### config.mk
export PLATFORM = sky130hd
export DESIGN_NAME = crc4_serial_tx
export DESIGN_NICKNAME = d
export VERILOG_FILES = /design/src/rtl/crc4_pkg.sv /design/src/rtl/crc4_lfsr_step.sv /design/src/rtl/crc4_serial_tx.sv
export SDC_FILE = /design/constraint.sdc
export NUM_CORES = 1
export LEC_CHECK = 0
export CAP_MARGIN = 5
export CORE_MARGIN = 2
export CORE_UTILIZATION = 47
export CTS_CLUSTER_SIZE = 12
export DETAILED_ROUTE_END_ITERATION = 12
export GPL_TIMING_DRIVEN = 0
export HOLD_SLACK_MARGIN = 0.12
export PLACE_DENSITY_LB_ADDON = 0.05
export SLEW_MARGIN = 20
export SYNTH_ARGS = -nofsm -noshare
export SYNTH_HDL_FRONTEND = slang
export SYNTH_SLANG_ARGS = --single-unit
### constraint.sdc
create_clock -name clk -period 4.8 [get_ports clk]
set_clock_uncertainty 0.05 [all_clocks]
set_input_delay 0.96 -clock clk [delete_from_list [all_inputs] [get_ports clk]]
set_output_delay 0.96 -clock clk [all_outputs]
set_load 0.03 [all_outputs]
### src/rtl/crc4_pkg.sv
// Shared definitions for the 4-bit CRC serial transmitter and its future parallel checker.
// Holds the FSM state encoding, the CRC width and the default x^4+x+1 feedback taps.
package crc4_pkg;

    localparam int CRC_W = 4;

    // Low-order taps of x^4+x+1; the x^4 term is implicit in the shift.
    localparam logic [CRC_W-1:0] CRC_POLY = 4'b0011;

    typedef enum logic [1:0] {
        ST_IDLE = 2'd0,
        ST_DATA = 2'd1,
        ST_CRC  = 2'd2
    } state_t;

endpackage

### src/rtl/crc4_lfsr_step.sv
// One serial step of the Galois CRC register: fb = b ^ c[msb], shift left, XOR fb into the taps.
// Purely combinational so the same step can be unrolled by a parallel checker.
module crc4_lfsr_step
    import crc4_pkg::*;
#(
    parameter logic [CRC_W-1:0] POLY = CRC_POLY
) (
    input  logic [CRC_W-1:0] c,
    input  logic             b,
    output logic [CRC_W-1:0] c_next
);

    logic fb;
    assign fb = b ^ c[CRC_W-1];

    genvar gi;
    generate
        for (gi = 0; gi < CRC_W; gi++) begin : g_bit
            if (gi == 0) begin : g_lsb
                assign c_next[gi] = POLY[gi] & fb;
            end else begin : g_upper
                assign c_next[gi] = c[gi-1] ^ (POLY[gi] & fb);
            end
        end
    endgenerate

endmodule

### src/rtl/crc4_serial_tx.sv
// Serial frame transmitter: DATA_W payload bits MSB-first followed by the 4-bit CRC remainder.
// A receiving signature register clocked with the whole frame from zero ends at 4'h0.
module crc4_serial_tx
    import crc4_pkg::*;
#(
    parameter int               DATA_W = 8,
    parameter logic [CRC_W-1:0] POLY   = CRC_POLY
) (
    input  logic              clk,
    input  logic              rst,
    input  logic [DATA_W-1:0] data_in,
    input  logic              start,
    output logic              ready,
    output logic              so,
    output logic              so_valid,
    output logic              so_crc,
    output logic              so_last
);

    localparam int FRAME_LEN = DATA_W + CRC_W;
    localparam int CNT_W     = $clog2(FRAME_LEN);

    typedef logic [CNT_W-1:0] cnt_t;

    localparam cnt_t LAST_DATA   = cnt_t'(DATA_W - 1);
    localparam cnt_t BEFORE_LAST = cnt_t'(FRAME_LEN - 2);
    localparam cnt_t LAST_BIT    = cnt_t'(FRAME_LEN - 1);

    state_t            state_reg;
    logic [DATA_W-1:0] shift_reg;
    logic [CRC_W-1:0]  crc_reg;
    logic [CRC_W-1:0]  crc_next;
    cnt_t              cnt_reg;
    logic              so_reg;
    logic              so_valid_reg;
    logic              so_crc_reg;
    logic              so_last_reg;
    logic              accept;

    // The CRC absorbs the bit currently on the line, so it is final once the last data bit leaves.
    crc4_lfsr_step #(
        .POLY (POLY)
    ) u_step (
        .c      (crc_reg),
        .b      (so_reg),
        .c_next (crc_next)
    );

    assign ready    = (state_reg == ST_IDLE) | so_last_reg;
    assign accept   = start & ready;
    assign so       = so_reg;
    assign so_valid = so_valid_reg;
    assign so_crc   = so_crc_reg;
    assign so_last  = so_last_reg;

    always_ff @(posedge clk or posedge rst) begin
        if (rst) begin
            state_reg    <= ST_IDLE;
            shift_reg    <= '0;
            crc_reg      <= '0;
            cnt_reg      <= '0;
            so_reg       <= 1'b0;
            so_valid_reg <= 1'b0;
            so_crc_reg   <= 1'b0;
            so_last_reg  <= 1'b0;
        end else if (accept) begin
            // The MSB goes straight to the line; the shift register keeps the remaining bits.
            state_reg    <= ST_DATA;
            shift_reg    <= data_in << 1;
            crc_reg      <= '0;
            cnt_reg      <= '0;
            so_reg       <= data_in[DATA_W-1];
            so_valid_reg <= 1'b1;
            so_crc_reg   <= 1'b0;
            so_last_reg  <= 1'b0;
        end else begin
            case (state_reg)
                ST_DATA: begin
                    crc_reg <= crc_next;
                    cnt_reg <= cnt_reg + cnt_t'(1);
                    if (cnt_reg == LAST_DATA) begin
                        state_reg  <= ST_CRC;
                        so_reg     <= crc_next[CRC_W-1];
                        so_crc_reg <= 1'b1;
                    end else begin
                        so_reg    <= shift_reg[DATA_W-1];
                        shift_reg <= shift_reg << 1;
                    end
                end
                ST_CRC: begin
                    if (cnt_reg == LAST_BIT) begin
                        state_reg    <= ST_IDLE;
                        cnt_reg      <= '0;
                        so_reg       <= 1'b0;
                        so_valid_reg <= 1'b0;
                        so_crc_reg   <= 1'b0;
                        so_last_reg  <= 1'b0;
                    end else begin
                        cnt_reg     <= cnt_reg + cnt_t'(1);
                        crc_reg     <= {crc_reg[CRC_W-2:0], 1'b0};
                        so_reg      <= crc_reg[CRC_W-2];
                        so_last_reg <= (cnt_reg == BEFORE_LAST);
                    end
                end
                default: begin
                    state_reg <= ST_IDLE;
                end
            endcase
        end
    end

endmodule

==> flow_metrics.env <==
export IMPL_numCtsBuffers=3
export IMPL_grt_start_max_net_pins=22
export IMPL_cts_buffer_depth=2
export IMPL_slew_viol_final=0
export IMPL_grt_setup_unrepaired="no"
export IMPL_fin_crit_ps=2790
export IMPL_grt_pass1_wl_um=3870
export IMPL_clock_fmax_mhz=359
export IMPL_num_vias=880
export IMPL_ys_flop_type="dfrtp_1"
export IMPL_synthCells=112
export IMPL_grt_use_total_pct=19.3
export IMPL_slew_headroom_pct=46.4
export IMPL_max_stage_delay_ps=700
export IMPL_cap_viol_max_count=0
export IMPL_port_buffers=15
export IMPL_worstMarginPinSlew_ps=802
export IMPL_final_nets=145
export IMPL_grt_antenna_before_repair=0
export IMPL_via_per_inst=5.53
export IMPL_crit_path_cell_trace="buf_2 -> o21bai_2 -> clkdlybuf4s50_1"
export IMPL_worstSkewPairLatency_ps=310
export IMPL_p_leak_nw=0.576
export IMPL_root_buffer="clkbuf_4"
export IMPL_cts_resized=0
export IMPL_n_antenna_cell=0
export IMPL_cts_tree="built"
export IMPL_overflow=0
export IMPL_path_class="reg2out"
export IMPL_finalSetupViolCount=0
export IMPL_synth_common_cells="21 x dfrtp_1, 20 x nand2_1, 11 x o21ai_0"
export IMPL_clkSlewWorstSetupHoldPaths_ps=110
export IMPL_cp_end_kind="output port"
export IMPL_die_area_mm2=0.00275
export IMPL_synth_edf_count=0
export IMPL_hpwlAfterDp_um=1580
export IMPL_yosysUniqueCellTypes=35
export IMPL_drtIter0Drc=15
export IMPL_h_tree_depth=1
export IMPL_cts_setup_buffers=0
export IMPL_synth_fp_nets=125
export IMPL_drtPass1Iterations=4
export IMPL_dieHeight_um=52.4
export IMPL_setup_ws_ps=2010
export IMPL_total_power_uw=763
export IMPL_core_area_mm2=0.00221
export IMPL_grt_pass1_vias=858
export IMPL_worstPathMaxFanout=9
export IMPL_num_rows=17
export IMPL_start_kind="flop"
export IMPL_drive_above_1_share_pct=11.5
export IMPL_drc=0
export IMPL_synth_most_common_cell="dfrtp_1"
export IMPL_place_congestion=0.850
export IMPL_async_flop_share_pct=100
export IMPL_yosysTopAreaCell="dfrtp_1"
export IMPL_synth_yosys_warnings=0
export IMPL_antenna_left=0
export IMPL_ys_seq_area_share_pct=47.7
export IMPL_die_w_um=52.4
export IMPL_crit_slowest_cell="clkdlybuf4s50_1"
export IMPL_hold_class="reg2reg"
export IMPL_syn_avg_cell_area_um2=9.83
export IMPL_setup_tns_ps=0
export IMPL_largest_register_ffs=7
export IMPL_start_util_pct=49.8
export IMPL_wl_um=2160
export IMPL_power_density_mw_per_mm2=581
export IMPL_vdd_ir_drop_max_mv=0.294
export IMPL_syn_cell_area_mm2=0.00110
export IMPL_syn_to_final_growth_pct=19.2
export IMPL_period_share_pct=58.1
export IMPL_outcome="completed"
export IMPL_cts_sinks=21
export IMPL_synth_largest_type_area_fraction_pct=47.7
export IMPL_wl_per_cell_um=13.6
export IMPL_ctsHoldBuffers=0
export IMPL_ys_seq_elements=21
export IMPL_synth_area_leaders="dfrtp_1 48%, nand2_1 6.8%, mux2i_1 5.5%, o21ai_0 5.0%, o2bb2ai_1 2.4%"
export IMPL_cp_arrival_ps=1780
export IMPL_post_place_ws_ps=2180
export IMPL_hold_viol=0
export IMPL_critPathRequiredTime_ps=3790
export IMPL_io_pins=16
-- cell type report --
cell class / instances / area [µm²]
well taps: 28 / 35.0
plain buffers: 6 / 38.8
repair buffers: 15 / 150
fillers: 220 / 900
multi-input cells: 82 / 526
inverters: 3 / 11.3
clock buffers: 4 / 26.3
flip-flops and latches: 21 / 526
-- worst max-delay path: cells and delay by family (launching register included) --
family / cells / cell delay (ps)
compound gates: 1 / 220
buf+inv: 2 / 880
flops: 1 / 380
-- where the power goes --
part           switching [mW]  leakage [nW]  internal, mW  total (mW)
Combinational           0.208         0.299         0.177       0.385
Clock                  0.0529        0.0150        0.0325      0.0853
Sequential             0.0463         0.263         0.246       0.292
-- cell usage in the layout, fill, tap and decap left out, types with 3 or more instances in the layout --
| master | Yosys | layout |
|---|---|---|
| nand2b_1 | 3 | 3 |
| buf_2 | 4 | 4 |
| clkbuf_4 | 0 | 3 |
| dfrtp_1 | 21 | 21 |
| nand2_1 | 20 | 20 |
| o21ai_0 | 11 | 11 |
| a21oi_1 | 4 | 4 |
| a31oi_1 | 3 | 3 |
| inv_1 | 3 | 3 |
| nand3_1 | 3 | 3 |
| o2bb2ai_1 | 3 | 3 |
| clkdlybuf4s50_1 | 0 | 15 |
| mux2i_1 | 6 | 6 |
-- path summary, 6_finish.rpt --
kind                                               start                       end  slack [ps]  cells past startpoint
worst min register to register      so_valid$_DFFE_PP0P_      so_valid$_DFFE_PP0P_         450                      2
min in group asynchronous                            rst      so_valid$_DFFE_PP0P_        1040                      2
worst max register to register    cnt_reg[0]$_DFFE_PP0P_    crc_reg[2]$_DFFE_PP0P_        2980                      5
max in group asynchronous                            rst  shift_reg[6]$_DFFE_PP0P_        3160                      2
worst min-delay path                so_valid$_DFFE_PP0P_      so_valid$_DFFE_PP0P_         450                      2
worst max-delay path            state_reg[1]$_DFFE_PP0P_                     ready        2010                      3
-- metrics by stage --
step                      utilization (%)  hold WS (ps)  area (µm²)  instances
after floorplan                         -           407        1100        112
after detailed placement             58.1           421        1290        155
final                                59.3           446        1310        159
after global routing                 59.3           491        1310        159
after global placement               58.1           415        1290        155
after CTS                            59.3           447        1310        159
-- layer usage --
| layer | track usage [%] | vias up | share of wire, % |
|---|---|---|---|
| li1 | - | 435 | - |
| met1 | 26.1 | 420 | 48 |
| met4 | 7.69 | 0 | 1.1 |
| met5 | 0 | - | 0 |
| met3 | 4.00 | 2 | 4.4 |
| met2 | 30.2 | 23 | 47 |
-- cell families after synthesis --
group | count (synthesis) | share of synthesized area [%]
simple gates | 41 | 19.8
compound gates | 31 | 18.6
flops | 21 | 47.7
buf+inv | 9 | 4.55
mux | 6 | 5.45
xor+xnor | 2 | 1.59
fa+ha+maj | 2 | 2.27
Power figures use the tool's default switching activity.
